[src/rtl/mem_req_arbiter_pkg.sv]
// Shared main-memory types plus the arbiter's state and source encodings.
// Build option MEM_ARB_DCACHE_PRIORITY_EN (see mem_req_arbiter) selects the tie-break policy.
package mem_req_arbiter_pkg;

  localparam int BLOCK_ADDR_BITS = 26;
  localparam int BLOCK_DATA_BITS = 128;

  typedef logic [BLOCK_ADDR_BITS-1:0] main_mem_block_addr_t;
  typedef logic [BLOCK_DATA_BITS-1:0] block_data_t;

  typedef enum logic {
    REQ_READ  = 1'b0,
    REQ_WRITE = 1'b1
  } req_type_t;

  typedef enum logic [1:0] {
    IDLE      = 2'd0,
    REQ       = 2'd1,
    WAIT_RESP = 2'd2
  } mem_arb_state_t;

  // Encoding doubles as the request/grant bit index inside rr_arbiter2.
  typedef enum logic {
    SRC_ICACHE = 1'b0,
    SRC_DCACHE = 1'b1
  } mem_arb_src_t;

endpackage

[src/rtl/mem_req_arbiter_rr_arbiter2.sv]
// Two-way arbiter: bit 0 = I-cache, bit 1 = D-cache. Ties alternate, or always go
// to the D-cache when prio_override_i is high.
module rr_arbiter2
  import mem_req_arbiter_pkg::*;
(
  input  logic       clk,
  input  logic       rst_aL,
  input  logic [1:0] req_i,
  input  logic       update_i,
  input  logic       prio_override_i,
  output logic [1:0] gnt_o
);

  mem_arb_src_t last_q;

  always_comb begin
    gnt_o = req_i;
    if (req_i == 2'b11) begin
      if (prio_override_i || (last_q == SRC_ICACHE)) begin
        gnt_o = 2'b10;
      end else begin
        gnt_o = 2'b01;
      end
    end
  end

  // Resetting to D-cache means the I-cache wins the first tie.
  always_ff @(posedge clk or negedge rst_aL) begin
    if (!rst_aL) begin
      last_q <= SRC_DCACHE;
    end else if (update_i && (gnt_o != 2'b00)) begin
      last_q <= gnt_o[1] ? SRC_DCACHE : SRC_ICACHE;
    end
  end

endmodule

[src/rtl/mem_req_arbiter.sv]
// Shares one main-memory port between I-cache and D-cache, one transaction at a time.
// Define MEM_ARB_DCACHE_PRIORITY_EN for fixed D-cache priority on ties (default round-robin).
module mem_req_arbiter
  import mem_req_arbiter_pkg::*;
(
  input  logic                 clk,
  input  logic                 rst_aL,
  input  logic                 icache_req_valid,
  input  main_mem_block_addr_t icache_req_block_addr,
  output logic                 icache_req_ready,
  output logic                 icache_resp_valid,
  output block_data_t          icache_resp_block_data,
  input  logic                 dcache_req_valid,
  input  req_type_t            dcache_req_type,
  input  main_mem_block_addr_t dcache_req_block_addr,
  input  block_data_t          dcache_req_block_data,
  output logic                 dcache_req_ready,
  output logic                 dcache_resp_valid,
  output block_data_t          dcache_resp_block_data,
  output logic                 mem_req_valid,
  output req_type_t            mem_req_type,
  output main_mem_block_addr_t mem_req_block_addr,
  output block_data_t          mem_req_block_data,
  input  logic                 mem_req_ready,
  input  logic                 mem_resp_valid,
  input  block_data_t          mem_resp_block_data
);

  mem_arb_state_t       state_q, state_d;
  mem_arb_src_t         owner_q;
  req_type_t            type_q;
  main_mem_block_addr_t addr_q;
  block_data_t          data_q;

  logic [1:0] arb_req;
  logic [1:0] arb_gnt;
  logic       arb_update;
  logic       prio_override;
  logic       grant_fire;

`ifdef MEM_ARB_DCACHE_PRIORITY_EN
  assign prio_override = 1'b1;
`else
  assign prio_override = 1'b0;
`endif

  // Requests are masked while reset is held so no ready can leak out combinationally.
  assign arb_req    = {dcache_req_valid, icache_req_valid} & {2{rst_aL}};
  assign arb_update = (state_q == IDLE);
  assign grant_fire = (state_q == IDLE) && (arb_gnt != 2'b00);

  rr_arbiter2 u_rr_arbiter2 (
    .clk             (clk),
    .rst_aL          (rst_aL),
    .req_i           (arb_req),
    .update_i        (arb_update),
    .prio_override_i (prio_override),
    .gnt_o           (arb_gnt)
  );

  assign mem_req_type           = type_q;
  assign mem_req_block_addr     = addr_q;
  assign mem_req_block_data     = data_q;
  assign icache_resp_block_data = mem_resp_block_data;
  assign dcache_resp_block_data = mem_resp_block_data;

  always_comb begin
    state_d           = state_q;
    icache_req_ready  = 1'b0;
    dcache_req_ready  = 1'b0;
    icache_resp_valid = 1'b0;
    dcache_resp_valid = 1'b0;
    mem_req_valid     = 1'b0;
    unique case (state_q)
      IDLE: begin
        if (grant_fire) begin
          icache_req_ready = arb_gnt[0];
          dcache_req_ready = arb_gnt[1];
          state_d          = REQ;
        end
      end
      REQ: begin
        mem_req_valid = 1'b1;
        if (mem_req_ready) begin
          state_d = (type_q == REQ_WRITE) ? IDLE : WAIT_RESP;
        end
      end
      WAIT_RESP: begin
        if (mem_resp_valid) begin
          icache_resp_valid = (owner_q == SRC_ICACHE);
          dcache_resp_valid = (owner_q == SRC_DCACHE);
          state_d           = IDLE;
        end
      end
      default: state_d = IDLE;
    endcase
  end

  // I-cache traffic is always a read and carries no write data.
  always_ff @(posedge clk or negedge rst_aL) begin
    if (!rst_aL) begin
      state_q <= IDLE;
      owner_q <= SRC_ICACHE;
      type_q  <= REQ_READ;
      addr_q  <= '0;
      data_q  <= '0;
    end else begin
      state_q <= state_d;
      if (grant_fire) begin
        if (arb_gnt[1]) begin
          owner_q <= SRC_DCACHE;
          type_q  <= dcache_req_type;
          addr_q  <= dcache_req_block_addr;
          data_q  <= dcache_req_block_data;
        end else begin
          owner_q <= SRC_ICACHE;
          type_q  <= REQ_READ;
          addr_q  <= icache_req_block_addr;
          data_q  <= '0;
        end
      end
    end
  end

endmodule
[config.mk]
export PLATFORM = sky130hd
export DESIGN_NAME = mem_req_arbiter
export DESIGN_NICKNAME = d
export VERILOG_FILES = /design/src/rtl/mem_req_arbiter_pkg.sv /design/src/rtl/mem_req_arbiter_rr_arbiter2.sv /design/src/rtl/mem_req_arbiter.sv
export SDC_FILE = /design/constraint.sdc
export NUM_CORES = 1
export LEC_CHECK = 0
export BUFFER_PORTS_ARGS = -buffer_cell sky130_fd_sc_hd__buf_2
export CAP_MARGIN = 20
export CORE_AREA = 2 2 282 284
export CTS_CLUSTER_SIZE = 14
export DETAILED_ROUTE_END_ITERATION = 8
export DIE_AREA = 0 0 284 286
export PLACE_DENSITY = 0.4
export SETUP_SLACK_MARGIN = 0.05
export SYNTH_ARGS = -nofsm -noshare
export SYNTH_HDL_FRONTEND = slang
export SYNTH_SLANG_ARGS = --single-unit
export TNS_END_PERCENT = 10
[constraint.sdc]
create_clock -name clk -period 2.15 [get_ports clk]
set_input_delay 0.5375 -clock clk [delete_from_list [all_inputs] [get_ports clk]]
set_output_delay 0.5375 -clock clk [all_outputs]
set_load 0.03 [all_outputs]
Word level (Yosys, flattened, before mapping)
Cells that the tools add are included.
{ "classes": {"n_eq_ne": 6, "muxes": 20, "bitwise": 2, "reduce_logical": 4} }
{ "ops": {"columns": ["cell", "count"], "rows": [
  ["128-bit two-way mux", 1],
  ["26-bit two-way mux", 1],
  ["2-bit two-way mux", 6],
  ["1-bit two-way mux", 11],
  ["2-bit inequality test (second input constant)", 3],
  ["2-bit case mux with 3 select lines", 1],
  ["2-bit equality test (second input constant)", 2],
  ["3-bit AND reduction", 1],
  ["2-bit AND", 1],
  ["2-bit by 1-bit equality test with 1-bit output (second input constant)", 1],
  ["2-bit zero test", 1],
  ["2-bit nonzero test", 1],
  ["1-bit logical AND", 1],
  ["1-bit NOT", 1]
]} }
{ "totals": {"regBits": 159, "out_inout_bits": 416} }

Depth between registers and ports, before layout
{ "depth": {"ltp_word": 7, "ltp_mapped": 7, "mapped_depth_nobuf": 3} }

Cells and area by module
Synthesis repeated with hierarchy kept, for this count alone.
{ "hier_totals": {"hier_cells": 655, "hier_area_um2": 8025.2} }
{ "by_module_without_submodules": {"columns": ["module", "n_inst", "cells_per_inst", "area_per_inst_um2"], "rows": [
  ["mem_req_arbiter", 1, 647, 7951.4],
  ["rr_arbiter2", 1, 8, 73.8]
]} }

Least setup slack after synthesis
OpenSTA, ideal clock, no wires.
{ "synth_timing": {"path_type": "input-to-output", "from": "input rst_aL", "to": "output icache_req_ready", "arrival_time_ns": 1.578, "path_slack_ns": 0.034, "stages": 5, "path_buffers": 3, "path_cell_list": "buf_4 -> nor3b_2 -> buf_2 -> buf_2 -> and3_1"} }
{ "synth_via": {"elab_chain_cells": 7} }
{ "synth_rtl": {"columns": ["item", "line", "text"], "rows": [
  ["start: declaration", "mem_req_arbiter.sv:7", "input logic rst_aL,"],
  ["2-bit AND (*)", "mem_req_arbiter.sv:48", "assign arb_req = {dcache_req_valid, icache_req_valid} & {2{rst_aL}};"],
  ["2-bit equality test", "mem_req_arbiter_rr_arbiter2.sv:18", "if (req_i == 2'b11) begin"],
  ["2-bit two-way mux (*)", "mem_req_arbiter_rr_arbiter2.sv:18", null],
  ["2-bit nonzero test", "mem_req_arbiter.sv:50", "assign grant_fire = (state_q == IDLE) && (arb_gnt != 2'b00);"],
  ["1-bit logical AND", "mem_req_arbiter.sv:50", null],
  ["1-bit two-way mux (*)", "mem_req_arbiter.sv:76", "if (grant_fire) begin"],
  ["1-bit two-way mux (*)", "mem_req_arbiter.sv:74", "unique case (state_q)"],
  ["end: declaration", "mem_req_arbiter.sv:10", "output logic icache_req_ready,"]
]} }
Every way passes the cells marked *; elsewhere a longest branch is shown, timed or not.

Final worst setup path
{ "layout_timing": {"from": "register state_q[0]", "to": "output icache_req_ready"} }
{ "layout_via": {"elab_chain_cells": 4} }
{ "layout_rtl": {"columns": ["item", "line", "text"], "rows": [
  ["start: declaration", "mem_req_arbiter.sv:29", "mem_arb_state_t state_q, state_d;"],
  ["start signal: assignment", "mem_req_arbiter.sv:108", "state_q <= state_d;"],
  ["2-bit zero test (*)", "mem_req_arbiter.sv:50, mem_req_arbiter.sv:74", null],
  ["1-bit logical AND", "mem_req_arbiter.sv:50", null],
  ["1-bit two-way mux", "mem_req_arbiter.sv:76", null],
  ["1-bit two-way mux (*)", "mem_req_arbiter.sv:74", null]
]} }
Marks and branches as above.

==> flow_metrics.py <==
metrics = {
    "timing": {
        "fin_skew_ns": 0.0212,
        "final_hold_viol_count": 0,
        "finalSetupViolCount": 0,
        "max_freq_ghz": 0.467,
        "relSlewSlack_pct": 71.2,
        "fin_crit_ns": 2.14,
        "tightestPinTransition_ns": 0.432,
        "report.final.slew_viol_count": 0,
        "period_share_pct": 99.5,
        "postLayoutSetupSlackWorst_ns": 0.0108,
        "rsz0062_at_grt": "true",
        "fin_setup_tns_ns": 0,
    },
    "synth": {
        "syn_area_per_cell_um2": 11.2,
        "ys_seq_elements": 159,
        "yosys_warnings": 0,
        "synth_nets": 1030,
        "synth_flop_cell": "dfrtp_1",
        "yosysMostFrequentCell": "buf_4",
        "synthTopCellsByCount": "261 x buf_4, 158 x dfrtp_1, 129 x a22o_1",
        "synth_area_leaders": "dfrtp_1 49%, buf_4 24%, a22o_1 14%",
        "synthArstFlopShare_pct": 100,
        "synth_cells": 715,
        "synth_area_um2": 8010,
        "seq_area_frac_synth_pct": 49.7,
        "yosysTopAreaCellShare_pct": 49.4,
        "yosysTopAreaCell": "dfrtp_1",
        "synth-edff-count": 0,
        "synth_cell_type_count": 27,
    },
    "layout": {
        "seq_area_um2": 3980,
        "drive_above_1_share_pct": 51.5,
        "fin_area_um2": 9890,
        "final_util_pct": 12.6,
        "syn_to_final_growth_pct": 23.4,
        "multi_input_area_um2": 1840,
        "finalNetCount": 1126,
        "nFillCells": 9036,
    },
    "worst_setup_path": {
        "crit_arrival_ns": 1.60,
        "crit_start": "state_q[0]",
        "critPathMaxFanout": 4,
        "rr_endpoint": "mem_req_block_data[22]",
        "r2r-start": "state_q[0]",
        "r2r_cells": 6,
        "cp-end-kind": "primary output",
        "worstPathRequired_ns": 1.61,
        "rrSetupSlack_ns": 0.37,
        "criticalPathCategory": "reg -> out",
        "start_kind": "register",
    },
    "clocking": {
        "path_clk_slew_ns": 0.08,
        "cts_hold_buf": 0,
        "cts.sinks": 159,
        "clock_latency_ns": 0.48,
        "htree_levels": 4,
        "tritoncts": "yes",
        "cts-buffers-inserted": 17,
        "clockBufferDepth": 2,
        "cts-root-buf": "clkbuf_16",
    },
    "place": {
        "dp_hpwl_mm": 20.9,
        "gp_congestion": 0.776,
        "post_dp_cell_area_um2": 9240,
        "dp_slack_ns": 0.176,
        "port_buffers": 346,
    },
    "floorplanning": {
        "core-area_um2": 78400,
        "dieArea_um2": 81200,
        "start_util_pct": 10.2,
        "fp-row-count": 103,
        "ios": 731,
        "die_y_um": 286,
        "die_x_um": 284,
    },
    "drt": {
        "drt-pass1-iter-count": 5,
        "drtAntennaViolNets": 0,
        "avgViaCountPerCell": 3.02,
        "wl_per_cell_um": 14.8,
        "drt_iter0_markers": 192,
        "remaining_drc_errors": 0,
        "via_count": 5656,
        "wl_mm": 27.7,
    },
    "global_route": {
        "grt_pass1_wl_mm": 39.6,
        "grt_max_degree": 81,
        "antenna_found_initial": 0,
        "grt_usage_pct": 6.76,
        "grt_pass1_vias": 5915,
        "grt-ovfl-total": 0,
    },
    "power_and_ir_drop": {
        "peakVddDrop_v": 0.000574,
        "p_total_uw": 14800,
        "p_leak_uw": 0.00472,
        "power.density_nw_per_um2": 1500,
    },
    "job": {
        "max_cap_violations": 0,
    },
    "min_path": {
        "min_path_type": "in -> async",
    },
    "status": {
        "status": "finished, final reports clean",
    },
}
state kept, by name, indices dropped and copies added (netlist names):
signal / flops
mem_req_block_addr: 26
state_q: 2
mem_req_type: 1
u_rr_arbiter2.last_q: 1
mem_req_block_data: 128
owner_q: 1
layout by cell type (no fill, tap or decap), types with 5 or more instances in the layout:
cell,netlist,routed
inv_6,0,5
buf_12,0,11
buf_6,9,5
a22o_1,129,129
dfrtp_1,158,156
buf_2,18,340
nand3_1,26,26
clkbuf_16,0,17
a31oi_1,26,26
o21ai_0,24,24
buf_4,261,23
a21oi_1,26,26
critical path: stages, from the launching register on:
cell     delay, ns
dfrtp_2       0.45
nor3b_4       0.23
buf_6         0.14
and3_4        0.17
buf_6         0.13
layer usage:
layer / vias up / part of all wire [%] / GRT usage, %
met5: - / 0 / 0
met3: 109 / 11 / 3.06
met4: 0 / 6.4 / 5.42
met2: 389 / 46 / 10.4
li1: 2477 / - / -
met1: 2681 / 37 / 7.22
kinds of logic (layout without fill, tap and decap cells):
family          Yosys count  count (layout)  share of synthesized area, %
buf+inv                 306             415                          27.7
compound gates          213             213                          20.0
flops                   159             159                          49.7
simple gates             37              37                          2.59
other cells               0               1                             0
how the worst max path moves through the flow:
stage / end / slack, ns
5_1_grt: icache_req_ready / -0.11
4_1_cts: icache_req_ready / -0.11
2_1_floorplan: icache_req_ready / 0.09
3_3_place_gp: icache_req_ready / 0.15
3_5_place_dp: icache_req_ready / 0.18
6_report: icache_req_ready / 0.01
report_power, final:
part / leakage [uW] / switching (uW) / total, uW / internal, uW
Combinational: 0.00244 / 4480 / 6740 / 2260
Clock: 0.000272 / 1530 / 3060 / 1530
Sequential: 0.00201 / 744 / 5020 / 4280
metrics by stage:
step	std cells	hold slack [ns]
after global routing	1874	0.216
after detailed placement	1838	0.477
after floorplan	715	0.242
final	1875	0.253
after global placement	1838	0.477
after CTS	1873	0.186
timing repair:
action	4_1_cts	5_1_grt
cloned	0	0
setup buffers	3	1
pin swaps	2	1
endpoints found under the setup margin	4	5
resized for setup	15	0
area by class of cell:
cell class | count | share of cell area, %
Sequential cell | 159 | 40.3
Timing Repair Buffer | 380 | 21.9
Clock buffer | 17 | 4.30
Antenna cell | 1 | 0.0253
Tap cell | 1050 | 13.3
Inverter | 3 | 0.114
Multi-Input combinational cell | 250 | 18.7
Clock inverter | 15 | 1.43
(Power assumes the default switching activity.)
